### src/rtl/branch_target_predictor.sv
// Direct-mapped branch target buffer with saturating direction counters.
// Lookup in F is combinational; E-stage resolution detects mispredicts and trains the table.
module branch_target_predictor #(
  parameter int INDEX_W  = 6,
  parameter int CNT_W    = 2,
  parameter int CNT_INIT = 2,
  parameter int PERF_W   = 32
) (
  input  logic              clk,
  input  logic              rst,
  input  logic [31:0]       pcF,
  output logic              pred_takenF,
  output logic [31:0]       pred_targetF,
  input  logic              resolve_validE,
  input  logic              stallE,
  input  logic [31:0]       pcE,
  input  logic              takenE,
  input  logic [31:0]       targetE,
  input  logic              pred_takenE,
  input  logic [31:0]       pred_targetE,
  output logic              mispredictE,
  output logic [31:0]       redirect_pcE,
  output logic [PERF_W-1:0] perf_branches,
  output logic [PERF_W-1:0] perf_mispredicts
);

  localparam int ENTRIES = 1 << INDEX_W;
  localparam int TAG_W   = 30 - INDEX_W;
  localparam logic [CNT_W-1:0] CNT_ALLOC = CNT_W'(CNT_INIT);

  // Resolution handshake: a branch is consumed on a cycle where
  // resolve_validE=1 and stallE=0; while stallE=1 the same branch is
  // held with identical inputs and nothing is consumed.
  logic [ENTRIES-1:0] r_valid;
  logic [TAG_W-1:0]   r_tag    [ENTRIES];
  logic [31:0]        r_target [ENTRIES];
  logic [CNT_W-1:0]   r_cnt    [ENTRIES];
  logic [PERF_W-1:0]  r_perf_br;
  logic [PERF_W-1:0]  r_perf_mp;

  logic [INDEX_W-1:0] w_idxF;
  logic [TAG_W-1:0]   w_tagF;
  logic               w_hitF;
  logic [INDEX_W-1:0] w_idxE;
  logic [TAG_W-1:0]   w_tagE;
  logic               w_hitE;
  logic               w_fire;
  logic               w_unused_pc;

  assign w_unused_pc = ^{pcF[1:0], pcE[1:0]};

  assign w_idxF = pcF[INDEX_W+1:2];
  assign w_tagF = pcF[31:INDEX_W+2];
  assign w_hitF = r_valid[w_idxF] && (r_tag[w_idxF] == w_tagF);

  assign pred_takenF  = w_hitF && r_cnt[w_idxF][CNT_W-1];
  assign pred_targetF = w_hitF ? r_target[w_idxF] : pcF + 32'd4;

  assign w_idxE = pcE[INDEX_W+1:2];
  assign w_tagE = pcE[31:INDEX_W+2];
  assign w_hitE = r_valid[w_idxE] && (r_tag[w_idxE] == w_tagE);
  assign w_fire = resolve_validE && !stallE;

  assign mispredictE = w_fire && ((takenE != pred_takenE) ||
                                  (takenE && pred_takenE && (targetE != pred_targetE)));
  // Not-taken resumes past the delay slot, which is already in flight.
  assign redirect_pcE = takenE ? targetE : pcE + 32'd8;

  always_ff @(posedge clk) begin
    if (rst) begin
      r_valid <= '0;
    end else if (w_fire && takenE && !w_hitE) begin
      r_valid[w_idxE] <= 1'b1;
    end
  end

  // Payload has no reset; it is only meaningful behind r_valid.
  always_ff @(posedge clk) begin
    if (!rst && w_fire) begin
      if (takenE) begin
        r_target[w_idxE] <= targetE;
        if (!w_hitE) begin
          r_tag[w_idxE] <= w_tagE;
          r_cnt[w_idxE] <= CNT_ALLOC;
        end else if (r_cnt[w_idxE] != '1) begin
          r_cnt[w_idxE] <= r_cnt[w_idxE] + 1'b1;
        end
      end else if (w_hitE && (r_cnt[w_idxE] != '0)) begin
        r_cnt[w_idxE] <= r_cnt[w_idxE] - 1'b1;
      end
    end
  end

  always_ff @(posedge clk) begin
    if (rst) begin
      r_perf_br <= '0;
      r_perf_mp <= '0;
    end else if (w_fire) begin
      if (r_perf_br != '1) r_perf_br <= r_perf_br + 1'b1;
      if (mispredictE && (r_perf_mp != '1)) r_perf_mp <= r_perf_mp + 1'b1;
    end
  end

  assign perf_branches    = r_perf_br;
  assign perf_mispredicts = r_perf_mp;

endmodule

### config.mk
export PLATFORM = sky130hd
export DESIGN_NAME = branch_target_predictor
export DESIGN_NICKNAME = d
export VERILOG_FILES = /design/src/rtl/branch_target_predictor.sv
export SDC_FILE = /design/constraint.sdc
export NUM_CORES = 2
export LEC_CHECK = 0
export CAP_MARGIN = 5
export CELL_PAD_IN_SITES_DETAIL_PLACEMENT = 1
export CELL_PAD_IN_SITES_GLOBAL_PLACEMENT = 2
export CORE_MARGIN = 2
export CORE_UTILIZATION = 51
export CTS_BUF_LIST = sky130_fd_sc_hd__clkbuf_4 sky130_fd_sc_hd__clkbuf_8
export DETAILED_ROUTE_END_ITERATION = 10
export PLACE_DENSITY_LB_ADDON = 0.2
export RECOVER_POWER = 25
export SYNTH_ARGS = -nofsm -noshare
export SYNTH_HDL_FRONTEND = slang
export SYNTH_SLANG_ARGS = --single-unit
### constraint.sdc
create_clock -name clk -period 8.2 [get_ports clk]
set_input_delay 1.64 -clock clk [delete_from_list [all_inputs] [get_ports clk]]
set_output_delay 1.64 -clock clk [all_outputs]
set_load 0.01 [all_outputs]
# After elaboration in Yosys (flattened, before gate mapping)
# Memories as Yosys holds them, arrays and structs flattened.
# Index checks and enable logic that the tools add are counted.
# totals
register_bits	128
mem_bits_rw	3712
input_bits	134
out_inout_bits	130
word_cells	71
mem_count	3
# op_classes
addsub	6
magnitude_cmp	3
eq_ne	7
n_mux	26
n_bitwise	3
reduce_logical	20
# mem_list
name	words	word_bits	rd	rd_clocked_by_memory_dff	wr	line	text
r_target	64	32	1	0	1	36	logic [31:0] r_target [ENTRIES];
r_tag	64	24	2	0	1	35	logic [TAG_W-1:0] r_tag [ENTRIES];
r_cnt	64	2	2	0	1	37	logic [CNT_W-1:0] r_cnt [ENTRIES];
# op_table
cell	count
$add A32 B1 Y32 const B	2
$mux W32	2
$ne A32 B32 Y1 const B	2
$or A64 B64 Y64	1
$eq A24 B24 Y1	2
$add A32 B3 Y32 const B	1
$add A32 B4 Y32 const B	1
$ne A32 B32 Y1	1
$mux W1	19
$lt A6 B7 Y1 const B	2
$logic_and A1 B1 Y1	13
$bmux W1 S6	2
$demux W1 S6	1
$ge A6 B1 Y1 const B	1
$mux W2	2
$reduce_and A2 Y1	2
$logic_not A1 Y1	3
$add A2 B1 Y2 const B	1
$ne A2 B2 Y1 const B	1
$or A1 B1 Y1	2
$reduce_bool A2 Y1	1
$sub A2 B1 Y2 const B	1
$logic_or A1 B1 Y1	1
$ne A1 B1 Y1	1

# Depth between registers and ports, before layout
# logic_depth
ltp_word	9
mapped_depth	21
mapped_depth_nobuf	10

# Least setup slack after synthesis
# OpenSTA, ideal clock, no wires.
# synth_timing
kind	in2reg
start	input pcE[2]
end	memory r_cnt[0][0] (data pin)
t_arrival_ns	6.822
t_required_ns	7.701
slack_ns	0.878
cell_stages	19
cell_sequence	buf_4 > buf_6 > buf_6 > buf_2 > buf_4 > buf_2 > buf_2 > buf_2 > buf_2 > mux4_2 > mux2i_1 > o22ai_1 > nor2_1 > and4_1 > inv_1 > ha_1 > mux2i_1 > nand3_1 > nor2_1
# synth_between
elab_chain_len	9
word_cells_on_any_way	22
classes_between	add/sub (2); eq/ne (2); mux (13); reduce/logical (3); memory (2)
# synth_lines
item	line	text
start: declaration	16	input logic [31:0] pcE,
$mem_v2 Z64 W24 (tied with other cells)	n/a	
$eq A24 B24 Y1 (tied with other cells)	61	assign w_hitE = r_valid[w_idxE] && (r_tag[w_idxE] == w_tagE);
$logic_and A1 B1 Y1 or $mux W1 (tied branches)	61, 85	
$mux W1 or $logic_and A1 B1 Y1 (tied branches)	82, 88	
$mux W1, on equally long branches	80, 88	
$mux W1, on equally long branches	79, 80	
$mux W1, on equally long branches	86, 79	
$mux W2 (no source line) or $mux W1 (tied branches)	n/a	
$mux W2 (no source line) (*)	n/a	
end: declaration	37	
# Every way passes the cells marked *; elsewhere a longest branch is shown, timed or not. The select of a mux whose other input is x is not followed.

# Final worst setup path
# layout_timing
start	input pcE[18]
end	output redirect_pcE[30]
# layout_between
elab_chain_len	2
# layout_lines
item	line	text
$add A32 B4 Y32	67	assign redirect_pcE = takenE ? targetE : pcE + 32'd8;
$mux W32	67	
end: declaration	22	output logic [31:0] redirect_pcE,
# No other way between the ends.

==> impl_results.md <==
- CP dominant cell by count: sky130_fd_sc_hd__and3_1
- Critical Path, Cell by Cell: clkbuf_1 -> and4_1 -> and3_1 -> and3_1 -> nand3_1 -> or3_1 -> xnor2_1 -> o21ai_0 -> clkdlybuf4s50_1
- Int Power: 31.23 mW
- Clock latency of the later-clocked register in the worst-skew pair: around 1300 ps
- Number of synthesized flops with an enable pin: 3712
- Multi-input gate area in the final layout: between 40000 and 50000 sq um
- Post-Synthesis Cells: between 8k and 9k
- Total power: a little over 40 mW
- Grt ovf: 0
- Port-buffer cells: 263
- Antenna violations before repair: 55
- Die area: 325400 sq um
- Synthesized flop and latch total: 3840
- Leading cell type in the layout, fill and taps excluded: sky130_fd_sc_hd__edfxtp_1
- Synth Area per Inst: around 20 sq um
- Capture endpoint of the worst hold path: r_valid[29]
- Final Hold Violating Endpoints: 0
- Count of nets left with antenna violations after detail routing: 0
- Non-filler cells in the finished layout: roughly 14k
- Leakage power figure: around 60 nW
- Setup slack of the most critical reg-to-reg path: 3210 ps
- Worst R2R Start: r_tag[42][19]
- Effective utilization at floorplan: 0.5136
- Total setup violations reported at the end of the flow: 1
- Number of rows created at floorplan: just over 200
- Max Root-Sink Buffers: 4
- Number of distinct library cells after synthesis: 81
- CTS tree: yes
- Endpoint of the lowest-slack register-to-register path: r_tag[30][9]
- Start-to-end type of the worst setup path: in -> out
- Worst slew slack as a fraction of its limit: -1.262
- Hold buffers post-CTS: 0
- Clock share of power: 0.403
- Final core occ: 0.5922
- Filler instances: between 20k and 30k
- Portion of total power attributed to combinational logic: 0.074
- Clock tree root driver cell: sky130_fd_sc_hd__clkbuf_8
- Pins Over Slew Limit: 2026
- Critical Path Stages: 9
- Commonest non-fill, non-tap cells in the layout: sky130_fd_sc_hd__edfxtp_1 (3712), sky130_fd_sc_hd__mux4_2 (1364), sky130_fd_sc_hd__clkbuf_8 (652)
- CTS H-tree depth: 6
- Sink Count: 3840
- Die Y-Extent: roughly 570 um
- Hold path cells: 1
- Cell count after placement: between 10k and 15k
- Maximum VDD drop: 197.5 uV
- Ratio of cells with drive above 1 in the final layout: 0.3349
- Worst-case clock skew: roughly 87 ps
- Routed len/inst: 44.74 um
- Min setup slack post-route: -57.16 ps
- Hold path start: r_valid[29]
- Count of TritonRoute iterations in the first routing pass: 8
- Top delay family on crit path: simple AND/OR/NAND/NOR gates
- CP bufs+invs: 2
- Warnings, synthesis: 0
- Wire length of the first global-routing pass: 839500 um
- CP startpoint kind: primary input
- Type of destination of the critical path: output pin
- Worst R2R Path Depth: 13
- Final worst hold slack: 478.0 ps
- CP peak stage delay: 1230 ps
- Main flop type after synthesis: sky130_fd_sc_hd__edfxtp_1
- Drt via density: 7.094
- Net switching share of the total power: 0.2408
- Power Density: between 200 and 250 nW/um^2
- Number of nets produced by synthesis: 8263
- Total DRC errors in the routed layout: 0
- Time the final worst path needs with I/O delays and setup: 8257 ps
- Final-layout setup total negative slack: -57.16 ps
- Die Width: 570.4 um
- Switching component of the power: 9.908 mW
- Clk slew on worst S/H paths: 60 ps
- Data required time at the worst endpoint: 6560 ps
- CP Data Arrival Time: 6620 ps
- Post-synthesis cell area: 163600 sq um
- Critical-path top delay cell: sky130_fd_sc_hd__clkbuf_1
- Placeable core region: 318600 sq um
- Net count, final: ~9.3k
- Crit Path Max Fanout: 7
- Final weighted congestion in routability-driven placement: 0.9669
- Final HPWL DP: 398500 um
- Worst hold path type: reg -> reg
- Total routing resource utilization after global routing: 0.3804
- Signed area change from the synthesized netlist to the final layout: 15.29%
- Unrepaired setup endpoints after global routing: no
- Count of routing violations after the opening detailed-route iteration: 14.98k
- Proportion of synthesized flip-flops having asynchronous set or reset: 0
- Maximum achievable frequency: approximately 0.12 GHz
- Drt total wl: a little over 600000 um
- Post-CTS Setup Bufs: 0
- Number of global-route vias before repair: 99.58k
- Violated checks: max-capacitance violations, max-slew violations, negative setup slack
- Number of buffers added by the clock tree synthesis step: 636
- Max_cap viols: 39
- Vias after detailed routing: ~98k
- Register area: 114000 sq um
- Share of total power in sequential cells: 0.524
- Worst-Margin Slew: 3393 ps
- Seq/Total Area, Yosys: 0.6969
- Period utilisation layout: 1.007
- Number of placed I/O pins: 264
- Outcome: complete, but fails checks
- Pin count of the biggest net entering global routing: around 150
power by group through the flow:
stage / sequential, mW / combinational [mW] / clock (mW)
after detailed placement: 21.9 / 2.98 / 0
final: 21.5 / 3.04 / 16.6
after global routing: 21.5 / 3.09 / 17.4
after floorplan: 21.9 / 1.49 / 0
after CTS: 21.5 / 2.99 / 16.7
after global placement: 21.9 / 2.93 / 0
synth_stat cells, drive strengths merged (34+ instances only):
| cell | number | area share |
|---|---|---|
| edfxtp | 3712 | 0.68 |
| mux4 | 1364 | 0.19 |
| mux2i | 425 | 0.026 |
| buf | 309 | 0.010 |
| nand2 | 290 | 0.0067 |
| clkbuf | 248 | 0.0057 |
| nor2 | 242 | 0.0056 |
| a21oi | 136 | 0.0046 |
| dfxtp | 128 | 0.016 |
| a22oi | 113 | 0.0052 |
| xor2 | 112 | 0.0060 |
| nand3 | 106 | 0.0032 |
| o21ai | 88 | 0.0027 |
| o22ai | 87 | 0.0033 |
| xnor2 | 68 | 0.0036 |
| mux2 | 62 | 0.0043 |
| nor3 | 62 | 0.0019 |
| a221oi | 54 | 0.0029 |
| nand4 | 44 | 0.0017 |
| nor4 | 35 | 0.0014 |
| inv | 34 | 0.00078 |
| o2bb2ai | 34 | 0.0018 |
through the flow:
step | instance area, sq um | setup WS [ps]
CTS | 188700 | 5.416
global route | 188600 | 18.00
finish | 188600 | -57.16
detailed placement | 176600 | -105.1
global placement | 176600 | -68.63
floorplan | 163600 | 878.1
worst max-delay path by stage:
stage	endpoint	slack, ps	start
floorplan	r_cnt[0][0]	880	pcE[2]
global placement	pred_targetF[24]	-70	pcF[3]
detailed placement	pred_targetF[24]	-110	pcF[3]
CTS	pred_targetF[24]	5	pcF[2]
global route	pred_targetF[24]	20	pcF[2]
finish	redirect_pcE[30]	-60	pcE[18]
worst reg2reg max path, cell delays in order (launching register included):
cell	delay, ps
sky130_fd_sc_hd__edfxtp_1	410
sky130_fd_sc_hd__mux4_2	500
sky130_fd_sc_hd__a22o_1	250
sky130_fd_sc_hd__a211oi_1	420
sky130_fd_sc_hd__a31oi_1	240
sky130_fd_sc_hd__nor4_1	310
sky130_fd_sc_hd__o22ai_1	180
sky130_fd_sc_hd__or4_1	730
sky130_fd_sc_hd__nor4_1	490
sky130_fd_sc_hd__buf_4	250
sky130_fd_sc_hd__nand2b_4	210
sky130_fd_sc_hd__buf_12	270
sky130_fd_sc_hd__nor2_4	220
sky130_fd_sc_hd__buf_4	220
flip-flops by register name, summed over array words and instances (netlist names):
signal / cells
perf_mispredicts: 32
perf_branches: 32
r_cnt: 128
r_tag: 1536
r_valid: 64
r_target: 2048
layout make-up:
class	count	share of cell area
diodes	43	0.0005704
repair buffers	911	0.04893
clock inverters	281	0.008384
clock buffers	853	0.05557
flip-flops and latches	3840	0.6045
multi-input cells	3686	0.2536
well taps	4180	0.02772
inverters	36	0.0007694
metal layers:
| layer | wire length, um | GRT usage | vias up |
|---|---|---|---|
| met2 | 288200 | 0.5889 | 7331 |
| met1 | 212000 | 0.4784 | 52350 |
| li1 | - | - | 36570 |
| met4 | 51660 | 0.2684 | 30 |
| met3 | 66600 | 0.08713 | 1833 |
| met5 | 194 | 0 | - |
timing repair:
item                                    4_1_cts  5_1_grt
gates cloned                                  0        0
pin swaps                                     0        1
endpoints found under the setup margin       23       33
gates resized for setup                       2        5
cells by family after synthesis:
group,share of synthesized area
multiplexers,0.2180
adder cells (fa/ha/maj),0.0007647
flip-flops,0.6969
AND/OR/NAND/NOR,0.02727
AO/OA/AOI/OAI,0.03056
XOR/XNOR,0.009635
buffers and inverters,0.01688
(Power assumes the default switching activity.)
